<file path="src/rtl/mmio_host_sequencer.sv">
// Hardware MMIO initiator: programs the DMA/RO or RSA registers, issues go,
// then polls the done register until it is set or the timeout expires.
module mmio_host_sequencer #(
    parameter int ADDR_WIDTH      = 64,
    parameter int SIZE_WIDTH      = 32,
    parameter int MMIO_ADDR_WIDTH = 16,
    parameter int MMIO_DATA_WIDTH = 64,
    parameter int POLL_INTERVAL   = 8,
    parameter int TIMEOUT_CYCLES  = 1048576
) (
    input  logic                       clk,
    input  logic                       rst,
    input  logic                       start,
    input  logic                       cfg_mode,
    input  logic [ADDR_WIDTH-1:0]      cfg_rd_addr,
    input  logic [ADDR_WIDTH-1:0]      cfg_wr_addr,
    input  logic [SIZE_WIDTH-1:0]      cfg_num_samples,
    input  logic [SIZE_WIDTH-1:0]      cfg_collect_cycles,
    output logic                       mmio_wr_en,
    output logic [MMIO_ADDR_WIDTH-1:0] mmio_wr_addr,
    output logic [MMIO_DATA_WIDTH-1:0] mmio_wr_data,
    output logic                       mmio_rd_en,
    output logic [MMIO_ADDR_WIDTH-1:0] mmio_rd_addr,
    input  logic [MMIO_DATA_WIDTH-1:0] mmio_rd_data,
    output logic                       busy,
    output logic                       done,
    output logic                       timeout,
    output logic [15:0]                poll_count
);

    localparam int TW = $clog2(TIMEOUT_CYCLES + 1);
    localparam int GW = (POLL_INTERVAL > 1) ? $clog2(POLL_INTERVAL) : 1;
    localparam logic [TW-1:0] T_MAX  = TW'(TIMEOUT_CYCLES);
    localparam logic [GW-1:0] G_LOAD = GW'(POLL_INTERVAL - 1);

    localparam logic [MMIO_ADDR_WIDTH-1:0] A_RDADDR = MMIO_ADDR_WIDTH'(16'h0052);
    localparam logic [MMIO_ADDR_WIDTH-1:0] A_WRADDR = MMIO_ADDR_WIDTH'(16'h0054);
    localparam logic [MMIO_ADDR_WIDTH-1:0] A_NUM    = MMIO_ADDR_WIDTH'(16'h0056);
    localparam logic [MMIO_ADDR_WIDTH-1:0] A_CYC    = MMIO_ADDR_WIDTH'(16'h0058);
    localparam logic [MMIO_ADDR_WIDTH-1:0] A_RO_GO  = MMIO_ADDR_WIDTH'(16'h0050);
    localparam logic [MMIO_ADDR_WIDTH-1:0] A_RSA_GO = MMIO_ADDR_WIDTH'(16'h0072);
    localparam logic [MMIO_ADDR_WIDTH-1:0] A_RO_DN  = MMIO_ADDR_WIDTH'(16'h0060);
    localparam logic [MMIO_ADDR_WIDTH-1:0] A_RSA_DN = MMIO_ADDR_WIDTH'(16'h0074);

    typedef enum logic [3:0] {
        IDLE, W_RDADDR, W_WRADDR, W_NUM, W_CYC,
        W_GO, P_REQ, P_WAIT, P_GAP, FIN
    } state_t;

    state_t state, state_n;

    logic                  mode_q;
    logic [ADDR_WIDTH-1:0] wr_addr_q;
    logic [SIZE_WIDTH-1:0] num_q;
    logic [SIZE_WIDTH-1:0] cyc_q;
    logic [TW-1:0]         tcnt;
    logic [GW-1:0]         gcnt;

    logic accept, expired, abort, go_mode;
    logic wr_en_n, rd_en_n;
    logic [MMIO_ADDR_WIDTH-1:0] wr_addr_n, rd_addr_n;
    logic [MMIO_DATA_WIDTH-1:0] wr_data_n;
    logic unused_rd_bits;

    assign accept  = (state == IDLE) && start;
    assign expired = (tcnt >= T_MAX);
    // W_GO is entered straight from IDLE in RSA mode, before mode_q is loaded
    assign go_mode = (state == IDLE) ? cfg_mode : mode_q;
    assign unused_rd_bits = ^mmio_rd_data[MMIO_DATA_WIDTH-1:1];

    always_comb begin
        state_n = state;
        abort   = 1'b0;
        unique case (state)
            IDLE:     if (start) state_n = cfg_mode ? W_GO : W_RDADDR;
            W_RDADDR: state_n = W_WRADDR;
            W_WRADDR: state_n = W_NUM;
            W_NUM:    state_n = W_CYC;
            W_CYC:    state_n = W_GO;
            W_GO:     state_n = P_REQ;
            P_REQ: begin
                if (expired) begin
                    state_n = FIN;
                    abort   = 1'b1;
                end else begin
                    state_n = P_WAIT;
                end
            end
            P_WAIT: begin
                if (mmio_rd_data[0]) begin
                    state_n = FIN;
                end else if (expired) begin
                    state_n = FIN;
                    abort   = 1'b1;
                end else begin
                    state_n = P_GAP;
                end
            end
            P_GAP: begin
                if (expired) begin
                    state_n = FIN;
                    abort   = 1'b1;
                end else if (gcnt == '0) begin
                    state_n = P_REQ;
                end
            end
            FIN:      state_n = IDLE;
            default:  state_n = IDLE;
        endcase
    end

    // Outputs are registered from the state being entered
    always_comb begin
        wr_en_n   = 1'b0;
        wr_addr_n = '0;
        wr_data_n = '0;
        rd_en_n   = 1'b0;
        rd_addr_n = '0;
        unique case (state_n)
            W_RDADDR: begin
                wr_en_n   = 1'b1;
                wr_addr_n = A_RDADDR;
                wr_data_n = MMIO_DATA_WIDTH'(cfg_rd_addr);
            end
            W_WRADDR: begin
                wr_en_n   = 1'b1;
                wr_addr_n = A_WRADDR;
                wr_data_n = MMIO_DATA_WIDTH'(wr_addr_q);
            end
            W_NUM: begin
                wr_en_n   = 1'b1;
                wr_addr_n = A_NUM;
                wr_data_n = MMIO_DATA_WIDTH'(num_q);
            end
            W_CYC: begin
                wr_en_n   = 1'b1;
                wr_addr_n = A_CYC;
                wr_data_n = MMIO_DATA_WIDTH'(cyc_q);
            end
            W_GO: begin
                wr_en_n   = 1'b1;
                wr_addr_n = go_mode ? A_RSA_GO : A_RO_GO;
                wr_data_n = MMIO_DATA_WIDTH'(1);
            end
            P_REQ: begin
                rd_en_n   = 1'b1;
                rd_addr_n = mode_q ? A_RSA_DN : A_RO_DN;
            end
            default: ;
        endcase
    end

    always_ff @(posedge clk) begin
        if (rst) begin
            state        <= IDLE;
            mmio_wr_en   <= 1'b0;
            mmio_wr_addr <= '0;
            mmio_wr_data <= '0;
            mmio_rd_en   <= 1'b0;
            mmio_rd_addr <= '0;
            busy         <= 1'b0;
            done         <= 1'b0;
            timeout      <= 1'b0;
            poll_count   <= '0;
            mode_q       <= 1'b0;
            wr_addr_q    <= '0;
            num_q        <= '0;
            cyc_q        <= '0;
            tcnt         <= '0;
            gcnt         <= '0;
        end else begin
            state        <= state_n;
            mmio_wr_en   <= wr_en_n;
            mmio_wr_addr <= wr_addr_n;
            mmio_wr_data <= wr_data_n;
            mmio_rd_en   <= rd_en_n;
            mmio_rd_addr <= rd_addr_n;
            busy         <= (state_n != IDLE);
            done         <= (state_n == FIN);
            if (accept) begin
                mode_q     <= cfg_mode;
                wr_addr_q  <= cfg_wr_addr;
                num_q      <= cfg_num_samples;
                cyc_q      <= cfg_collect_cycles;
                timeout    <= 1'b0;
                poll_count <= '0;
            end else begin
                if (abort)
                    timeout <= 1'b1;
                if (state_n == P_REQ && poll_count != 16'hFFFF)
                    poll_count <= poll_count + 16'd1;
            end
            if (state_n == W_GO)
                tcnt <= '0;
            else if (!expired)
                tcnt <= tcnt + TW'(1);
            if (state == P_WAIT)
                gcnt <= G_LOAD;
            else if (state == P_GAP && gcnt != '0)
                gcnt <= gcnt - GW'(1);
        end
    end

endmodule
</file>
<file path="config.mk">
export PLATFORM = sky130hd
export DESIGN_NAME = mmio_host_sequencer
export DESIGN_NICKNAME = d
export VERILOG_FILES = /design/src/rtl/mmio_host_sequencer.sv
export SDC_FILE = /design/constraint.sdc
export NUM_CORES = 1
export LEC_CHECK = 0
export BUFFER_PORTS_ARGS = -buffer_cell sky130_fd_sc_hd__buf_2
export CAP_MARGIN = 20
export CORE_UTILIZATION = 50
export CTS_CLUSTER_DIAMETER = 100
export DETAILED_ROUTE_END_ITERATION = 8
export PLACE_DENSITY = 0.81
export SLEW_MARGIN = 20
export SYNTH_ARGS = -nofsm -noshare
export SYNTH_HDL_FRONTEND = slang
export SYNTH_SLANG_ARGS = --single-unit
</file>
<file path="constraint.sdc">
create_clock -name clk -period 2.7 [get_ports clk]
set_clock_uncertainty 0.2 [all_clocks]
set_input_delay 0 -clock clk [delete_from_list [all_inputs] [get_ports clk]]
set_output_delay 0 -clock clk [all_outputs]
set_load 0.1 [all_outputs]
</file>
# == After elaboration in Yosys (flattened, before gate mapping) ==
# Index checks and enable logic that the tools add are counted.
# classes
add_sub_neg,3
order_cmp,1
eq_ne,16
muxes,20
bitwise_logic,1
reduce_logical,13
# op_table
operator,n
case mux 64 bit (5 select lines),1
case mux 4 bit (9 select lines),1
case mux 7 bit (5 select lines),1
"equality test 4 x 3 -> 1 bit, second input constant",7
"adder 21 x 1 -> 21 bit, second input constant",1
">= comparator 21 bit, second input constant",1
"adder 16 x 1 -> 16 bit, second input constant",1
"equality test 4 x 2 -> 1 bit, second input constant",4
two-way mux 4 bit,4
"inequality test 16 bit, second input constant",1
two-way mux 3 bit,3
"equality test 4 x 1 -> 1 bit, second input constant",2
"equality test 4 bit, second input constant",2
OR reduction 2 bit,4
two-way mux 1 bit,7
two-way mux 6 bit,1
two-way mux 5 bit,1
OR reduction 5 bit,1
logical NOT 4 bit,1
nonzero test 4 bit,1
logical AND 1 bit,3
logical NOT 3 bit,1
nonzero test 3 bit,1
"subtractor 3 x 1 -> 3 bit, second input constant",1
3 further kinds,3
# totals
reg_bits,274
output_inout_bits,117
elab_cells,70

# == Logic depth before layout (Yosys ltp) ==
# Gate-level depths: netlist of the first run.
# depth
word_depth,7
depth_mapped,9
ltp_nobuf,7

# == Least setup slack after synthesis of the first run ==
# No wires, ideal clock.
# synth_path
path_kind,register -> register
from,reg poll_count[1]
to,reg poll_count[11]
arrival_ns,2.509
path_slack_ns,-0.138
path_stages_with_launch,7
path_buffers,1
synth_period_minus_slack_ns,2.838
path_cell_list,dfxtp_1 -> ha_1 -> nand3_1 -> nor4_1 -> clkbuf_1 -> nor4_1 -> mux2i_1
# synth_via
elab_chain_len,2
# synth_rtl
element,line,source
"start, declared",28,output logic [15:0] poll_count
"start signal, assigned",191,poll_count <= poll_count + 16'd1;
branches (longest 2 deep; another with adder 16 x 1 -> 16 bit),n/a,
# Parallel ways; which one is timed is not known.
# A chain may end at the register's enable or synchronous reset.

# == Final worst setup path of the first run ==
# layout_path
from,reg state[0]
to,reg cyc_q[12]
# layout_via
elab_chain_len,2
# layout_rtl
element,line,source
"start, declared",50,"state_t state, state_n;"
"start signal, assigned",172,state <= state_n;
logical NOT 4 bit,65,assign accept = (state == IDLE) && start;
logical AND 1 bit,65,
"end signal, assigned",184,cyc_q <= cfg_collect_cycles;
"end, declared",55,logic [SIZE_WIDTH-1:0] cyc_q;
# No other way between the ends.

==> summary.md, run 1 <==
| Metric | Value |
|---|---|
| DR vias/cell | `5.76` |
| Max-cap violations | `0` |
| CP required | `2.97 ns` |
| Worst Path Class, Setup | `flip-flop to flip-flop` |
| Most instantiated cells after synthesis | `nand2_1, dfxtp_1, a21oi_1` |
| Fmax | `378 MHz` |
| TritonRoute pass-1 iters | `6` |
| Crit path capture type | `flip-flop` |
| Logic pwr share | `47.0%` |
| Final wirelength | `41.3 mm` |
| Async S/R FF share, synth | `0%` |
| Count of final max-slew check failures | `0` |
| Clock period minus worst slack | `2.64 ns` |
| Met3 usage | `7.87%` |
| PwrDens | `1040 mW/mm^2` |
| Final setup vio count | `0` |
| Worst-margin pin slew | `0.904 ns` |
| Largest net degree at the start of global routing | `119` |
| # rows | `52` |
| CP arrival | `2.91 ns` |
| Vias in the first global route | `12,100` |
| Met2 Resource Use GR | `64.6%` |
| Synth warnings | `0` |
| Flop pwr share | `28.9%` |
| DRC errors left | `0` |
| Top post-synthesis cells by area | `dfxtp_1, nand2_1, a21oi_1, nor2_1, mux2_2` |
| EDFF count, synth | `0` |
| Relative slew slack | `39.5%` |
| Synth Instances | `1,242` |
| Root Buffer | `clkbuf_16` |
| Clock Sinks | `249` |
| Placer Congestion | `0.896` |
| Clock-pin slew on the worst setup and hold paths | `0.07 ns` |
| Initial antenna violation count | `4` |
| Leading register cell type out of synthesis | `dfxtp_1` |
| DP HPWL | `18.0 mm` |
| Die H | `146 um` |
| Max stage delay cell, worst path | `dlygate4sd3_1` |
| Width of the die | `146 um` |
| Die ar. | `0.0212 sq mm` |
| I/O pin total | `377` |
| Status | `finished clean` |
| Initial drt markers | `1,018` |
| Via count | `12,000` |
| Largest stage delay, worst path | `0.60 ns` |
| PortBufs | `291` |
| TritonCTS clock tree | `yes` |
| Critical Path Start Type | `flip-flop` |
| Initial Util | `50.9%` |
| WHS | `0.0522 ns` |
| GR Layer Usage met1 | `40.9%` |
| Area added between synthesis and finish | `55.4%` |
| Yosys reg bits | `249` |
| GRT overflow | `0` |
| Final period utilization | `97.9%` |
| Sw Share | `45.2%` |
| First-pass GRT wire length | `62.8 mm` |
| Worst Path Max Fanout | `30` |
| Nets | `2,059` |
| Max VDD drop | `0.671 mV` |
| Leakage | `6.86 nW` |
| Crit-path cells | `nor4_4 > buf_4 > and2_4 > buf_16 > nand2_1 > a21oi_1 > dlygate4sd3_1` |
| Layout cell share with drive strength beyond 1 | `23.9%` |
| Clock network power share | `24.0%` |
| Worst hold path type | `input pin to flip-flop` |
| Synth Area per Inst | `8.30 sq um` |
| All-Layer GR Usage | `36.9%` |
| Routed wire per std cell | `19.8 um` |
| Largest area contributor in the netlist | `dfxtp_1` |
| Largest buffer count on any clock path | `3` |
| Synth top area share | `48.4%` |
| GRT busiest layer | `met2` |
| Final hold vios | `0` |
| TritonCTS buffer count | `27` |
| Psw | `0.00754 W` |
| Distinct cells, synth | `57` |
| H-tree levels | `1` |
| Layout Utilization | `79.1%` |
| Clock latency on the worst-skew pair | `0.53 ns` |
| Post-Syn Area | `0.0103 sq mm` |
| Register area share after synthesis | `48.4%` |
| Final ANT Viol Nets | `0` |
| Most frequent cell after synthesis | `nand2_1` |
| Core Region | `0.0202 sq mm` |
| Int Power | `0.00914 W` |
[power groups by stage]
stage	logic (W)	clock network (W)	registers, W
2_1_floorplan	0.00335	0	0.00647
3_3_place_gp	0.00639	0	0.00477
3_5_place_dp	0.00647	0	0.00480
4_1_cts	0.00715	0.00400	0.00472
5_1_grt	0.00819	0.00417	0.00488
6_report	0.00785	0.00401	0.00483
[what timing repair did]
| item | CTS | global route |
|---|---|---|
| buffers inserted | 0 | 1 |
| resized for setup | 0 | 10 |
| hold endpoints to repair | 215 | 0 |
| hold buffers | 303 | 0 |
| setup endpoints to repair | 0 | 158 |
[cells by family after synthesis]
kind of cell / count (synthesis) / share of synthesized area (%)
DFF: 249 / 48.4
adders and majority gates: 5 / 0.607
other: 1 / 0.0364
AOI/OAI and AO/OA: 260 / 15.7
and+or+nand+nor: 521 / 21.9
muxes: 46 / 4.86
xor gates and xnor gates: 20 / 1.70
buffers and inverters: 140 / 6.86
[routing by layer]
| metal | share of wire, % | wire (um) | vias to the layer above |
|---|---|---|---|
| met5 | 0.022 | 9 | - |
| met4 | 6.2 | 2560 | 2 |
| met3 | 8.8 | 3650 | 235 |
| met2 | 49 | 20200 | 857 |
| met1 | 36 | 14900 | 5621 |
| li1 | - | - | 5310 |
[cell usage in the layout (no fill, tap or decap), types with 10 or more instances in the layout]
master / instances
a21oi_1: 142
a22oi_1: 31
a31oi_1: 32
a32oi_1: 32
buf_2: 290
buf_4: 22
clkbuf_16: 29
conb_1: 22
dfxtp_1: 238
dlygate4sd3_1: 302
inv_1: 15
mux2_2: 32
mux2i_1: 14
nand2_1: 285
nand3_1: 13
nand4_1: 10
nor2_1: 132
nor3_1: 11
nor4_1: 15
or3_1: 15
xnor2_1: 11
[state kept, by name, summed over array words and instances (netlist names)]
signal,flops
mmio_wr_addr,5
wr_addr_q,64
tcnt,21
mmio_rd_en,1
poll_count,16
done,1
mode_q,1
num_q,32
cyc_q,32
timeout,1
mmio_rd_addr,2
gcnt,3
state,4
mmio_wr_data,64
busy,1
mmio_wr_en,1
[critical path: cells and delay by family, from the launching register on]
family,cells,cell delay [ns]
buffers and inverters,3,1.01
AND/OR/NAND/NOR,3,0.70
flip-flops,1,0.42
AO/OA/AOI/OAI,1,0.21
[area by class of cell]
type	instances	area, sq um
inverters	15	56.3
diodes	2	5.00
well taps	270	338
clock buffers	35	776
fillers	1127	4220
flip-flops and latches	249	5000
clock inverters	15	196
repair buffers	627	4890
multi-input cells	874	4750
[per-stage QoR]
step                setup TNS (ns)  setup WS [ns]  total power, W  area (sq um)  std cells
detailed placement               0          0.113          0.0113         11900       1728
finish                           0         0.0579          0.0167         16000       2087
global placement                 0          0.156          0.0112         11900       1728
global route              -0.00623       -0.00623          0.0172         16000       2087
CTS                              0         0.0160          0.0159         15900       2081
floorplan                        0        0.00552         0.00982         10400       1263
[path summary, 6_finish.rpt]
path         slack, ns  cells past startpoint                   from                    endpoint
min               0.05                      4         cfg_rd_addr[7]  mmio_wr_data[7]$_SDFF_PP0_
max               0.06                      7    state[0]$_SDFF_PP0_      cyc_q[12]$_SDFFE_PP0P_
min reg2reg       0.26                      2  cyc_q[6]$_SDFFE_PP0P_       cyc_q[6]$_SDFFE_PP0P_
max reg2reg       0.06                      7    state[0]$_SDFF_PP0_      cyc_q[12]$_SDFFE_PP0P_
(Power assumes the default switching activity.)
==> run 2: changes to the inputs <==
Settings changed: SETUP_SLACK_MARGIN set to 0.5.
==> run 2 against run 1 <==
  * Register-to-register slack improved by 0.25 ns
  * Sequential share of layout area rose by 0.99 points
  * Via count fell by 2.9%
  * Routed wire length fell by 3.0%
  * Global-route usage fell by 3.8 points
  * Non-clock buffer count fell by 67
  * Count of clock-buffer cells in the layout rose by 3
  * Maximum frequency rose by 10%
  * Critical path type unchanged
  * Largest cell class is now multi-input combinational cells
==> summary.md, run 2 (synthesized netlist as in run 1, its figures left out) <==
| Metric | Value |
|---|---|
| Layout cell share with drive strength beyond 1 | `29.3% (+5.4 points)` |
| Worst Path Max Fanout | `13 (-57%)` |
| TritonRoute pass-1 iters | `6 (unchanged)` |
| Post-route setup slack | `0.307 ns (+0.249 ns)` |
| Die ar. | `0.0212 sq mm (unchanged)` |
| CP required | `2.94 ns (-0.03 ns)` |
| DRC errors left | `0 (unchanged)` |
| Final setup vio count | `0 (unchanged)` |
| Relative slew slack | `63.4% (+24 points)` |
| Fillers | `1,206 (+7.0%)` |
| PwrDens | `1080 mW/mm^2 (+3.8%)` |
| First-pass GRT wire length | `56.8 mm (-9.5%)` |
| TritonCTS clock tree | `yes` |
| Clock-pin slew on the worst setup and hold paths | `0.07 ns (about the same)` |
| DP HPWL | `18.9 mm (+5.2%)` |
| Max-cap violations | `0 (unchanged)` |
| Commonest non-fill, non-tap cell in the layout | `buf_2` |
| CP arrival | `2.63 ns (-0.28 ns)` |
| Most frequent cells in the layout | `buf_2, nand2_1, dfxtp_1` |
| Largest buffer count on any clock path | `3 (unchanged)` |
| Status | `finished clean` |
| Worst-margin pin slew | `0.545 ns (-0.359 ns)` |
| GRT overflow | `0 (unchanged)` |
| Initial drt markers | `1,057 (+3.8%)` |
| Dpl ws | `0.145 ns (+0.0315 ns)` |
| RSZ-0062 raised after global routing | `yes` |
| Final wirelength | `40.1 mm (-3.0%)` |
| Leakage | `6.51 nW (-5.1%)` |
| Layout Utilization | `77.4% (-1.7 points)` |
| Setup tns final | `0 ns (unchanged)` |
| Initial Util | `50.9% (unchanged)` |
| Area added between synthesis and finish | `52.0%` |
| PortBufs | `291 (unchanged)` |
| Clock period minus worst slack | `2.39 ns (-0.249 ns)` |
| TritonCTS buffer count | `26 (-3.7%)` |
| Crit path capture type | `flip-flop` |
| Critical Path Start Type | `flip-flop` |
| Via count | `11,700 (-2.9%)` |
| Final ANT Viol Nets | `0 (unchanged)` |
| Biggest regs | `mmio_wr_data: 64 flops, wr_addr_q: 64 flops` |
| Root Buffer | `clkbuf_16` |
| Clock Sinks | `249 (unchanged)` |
| Clock latency on the worst-skew pair | `0.53 ns (about the same)` |
| Post-route insts no fill | `2,019 (-3.3%)` |
| Final period utilization | `88.6% (-9.2 points)` |
| Core Region | `0.0202 sq mm (unchanged)` |
| Worst hold path type | `input pin to flip-flop` |
| All-Layer GR Usage | `33.0% (-3.8 points)` |
| Final hold vios | `0 (unchanged)` |
| DP Cell Count | `1,731 (+0.17%)` |
| Fmax | `418 MHz (+10%)` |
| Die H | `146 um (unchanged)` |
| Largest net degree at the start of global routing | `78 (-34%)` |
| DR vias/cell | `5.78 (+0.39%)` |
| Multi-input logic area | `0.00507 sq mm (+6.8%)` |
| Vias in the first global route | `11,300 (-6.6%)` |
| Worst Path Class, Setup | `flip-flop to flip-flop` |
| FF+latch area | `0.00505 sq mm (+0.90%)` |
| # rows | `52 (unchanged)` |
| I/O pin total | `377 (unchanged)` |
| Placer Congestion | `0.871 (-2.8%)` |
| Routed wire per std cell | `19.8 um (+0.30%)` |
| Nets | `1,993 (-3.2%)` |
| Width of the die | `146 um (unchanged)` |
| Count of final max-slew check failures | `0 (unchanged)` |
| Initial antenna violation count | `4 (unchanged)` |
| Total power | `0.0169 W (+1.5%)` |
| Max VDD drop | `0.747 mV (+11%)` |
| H-tree levels | `1 (unchanged)` |
==> run 2: changes by cell type in the layout (fill, tap and decap cells not counted), moves of 10 or more <==
cell and change:
dlygate4sd3_1 -105, buf_4 +25, dfxtp_1 -12, dfxtp_4 +12, nor4_1 -11, nor4_4 +10
==> run 2: layout make-up <==
class / instances / area share [%]
Antenna cell: 2 / 0.0320
Clock buffer: 38 / 5.03
Clock inverter: 9 / 0.479
Inverter: 15 / 0.359
Multi-Input combinational cell: 876 / 32.4
Sequential cell: 249 / 32.2
Tap cell: 270 / 2.16
Timing Repair Buffer: 560 / 27.3
==> run 2: worst max-delay path, cell delays in order (launching register included) <==
cell and delay [ns]:
dfxtp_4 0.45, nand3b_1 0.19, a2bb2oi_2 0.21, buf_4 0.16, a221oi_4 0.32, buf_6 0.16, o21bai_4 0.11, buf_12 0.17
buf_12 0.14, nor2_1 0.18
==> run 2: stage by stage <==
step	cell area (sq um)	hold WS, ns
final	15700	0.0599
after CTS	15000	0.0427
after detailed placement	12000	0.0450
after global placement	12000	0.0382
after floorplan	10500	-0.0640
after global routing	15700	0.0579
==> run 2: power breakdown <==
group / total, W / internal [W] / switching (W)
Combinational: 0.00857 / 0.00270 / 0.00587
Sequential: 0.00477 / 0.00435 / 0.000423
Clock: 0.00360 / 0.00212 / 0.00148
Total: 0.0169 / 0.00917 / 0.00777
==> run 2: per-layer routing <==
layer	global-route usage, %	routed length (um)	share of wire, %
met4	17.6	2570	6.4
met1	37.3	14300	36
met2	58.2	19400	48
met3	7.15	3790	9.5
met5	0	13	0.032
==> run 2: timing repair <==
action	4_1_cts	5_1_grt
gates resized for setup	22	49
hold buffers	197	0
endpoints found under the setup margin	147	197
pin swaps	5	9
cloned	0	9
buffers inserted	13	20
hold endpoints to repair	211	0
==> run 2: final timing paths <==
| path | from | end | slack (ns) | cells past startpoint |
|---|---|---|---|---|
| worst max register to register | state[1]$_SDFF_PP0_ | mmio_wr_data[33]$_SDFF_PP0_ | 0.31 | 9 |
| worst min register to register | timeout$_SDFFE_PP0P_ | timeout$_SDFFE_PP0P_ | 0.25 | 2 |
| worst max-delay path | state[1]$_SDFF_PP0_ | mmio_wr_data[33]$_SDFF_PP0_ | 0.31 | 9 |
| worst min-delay path | cfg_rd_addr[6] | mmio_wr_data[6]$_SDFF_PP0_ | 0.06 | 4 |
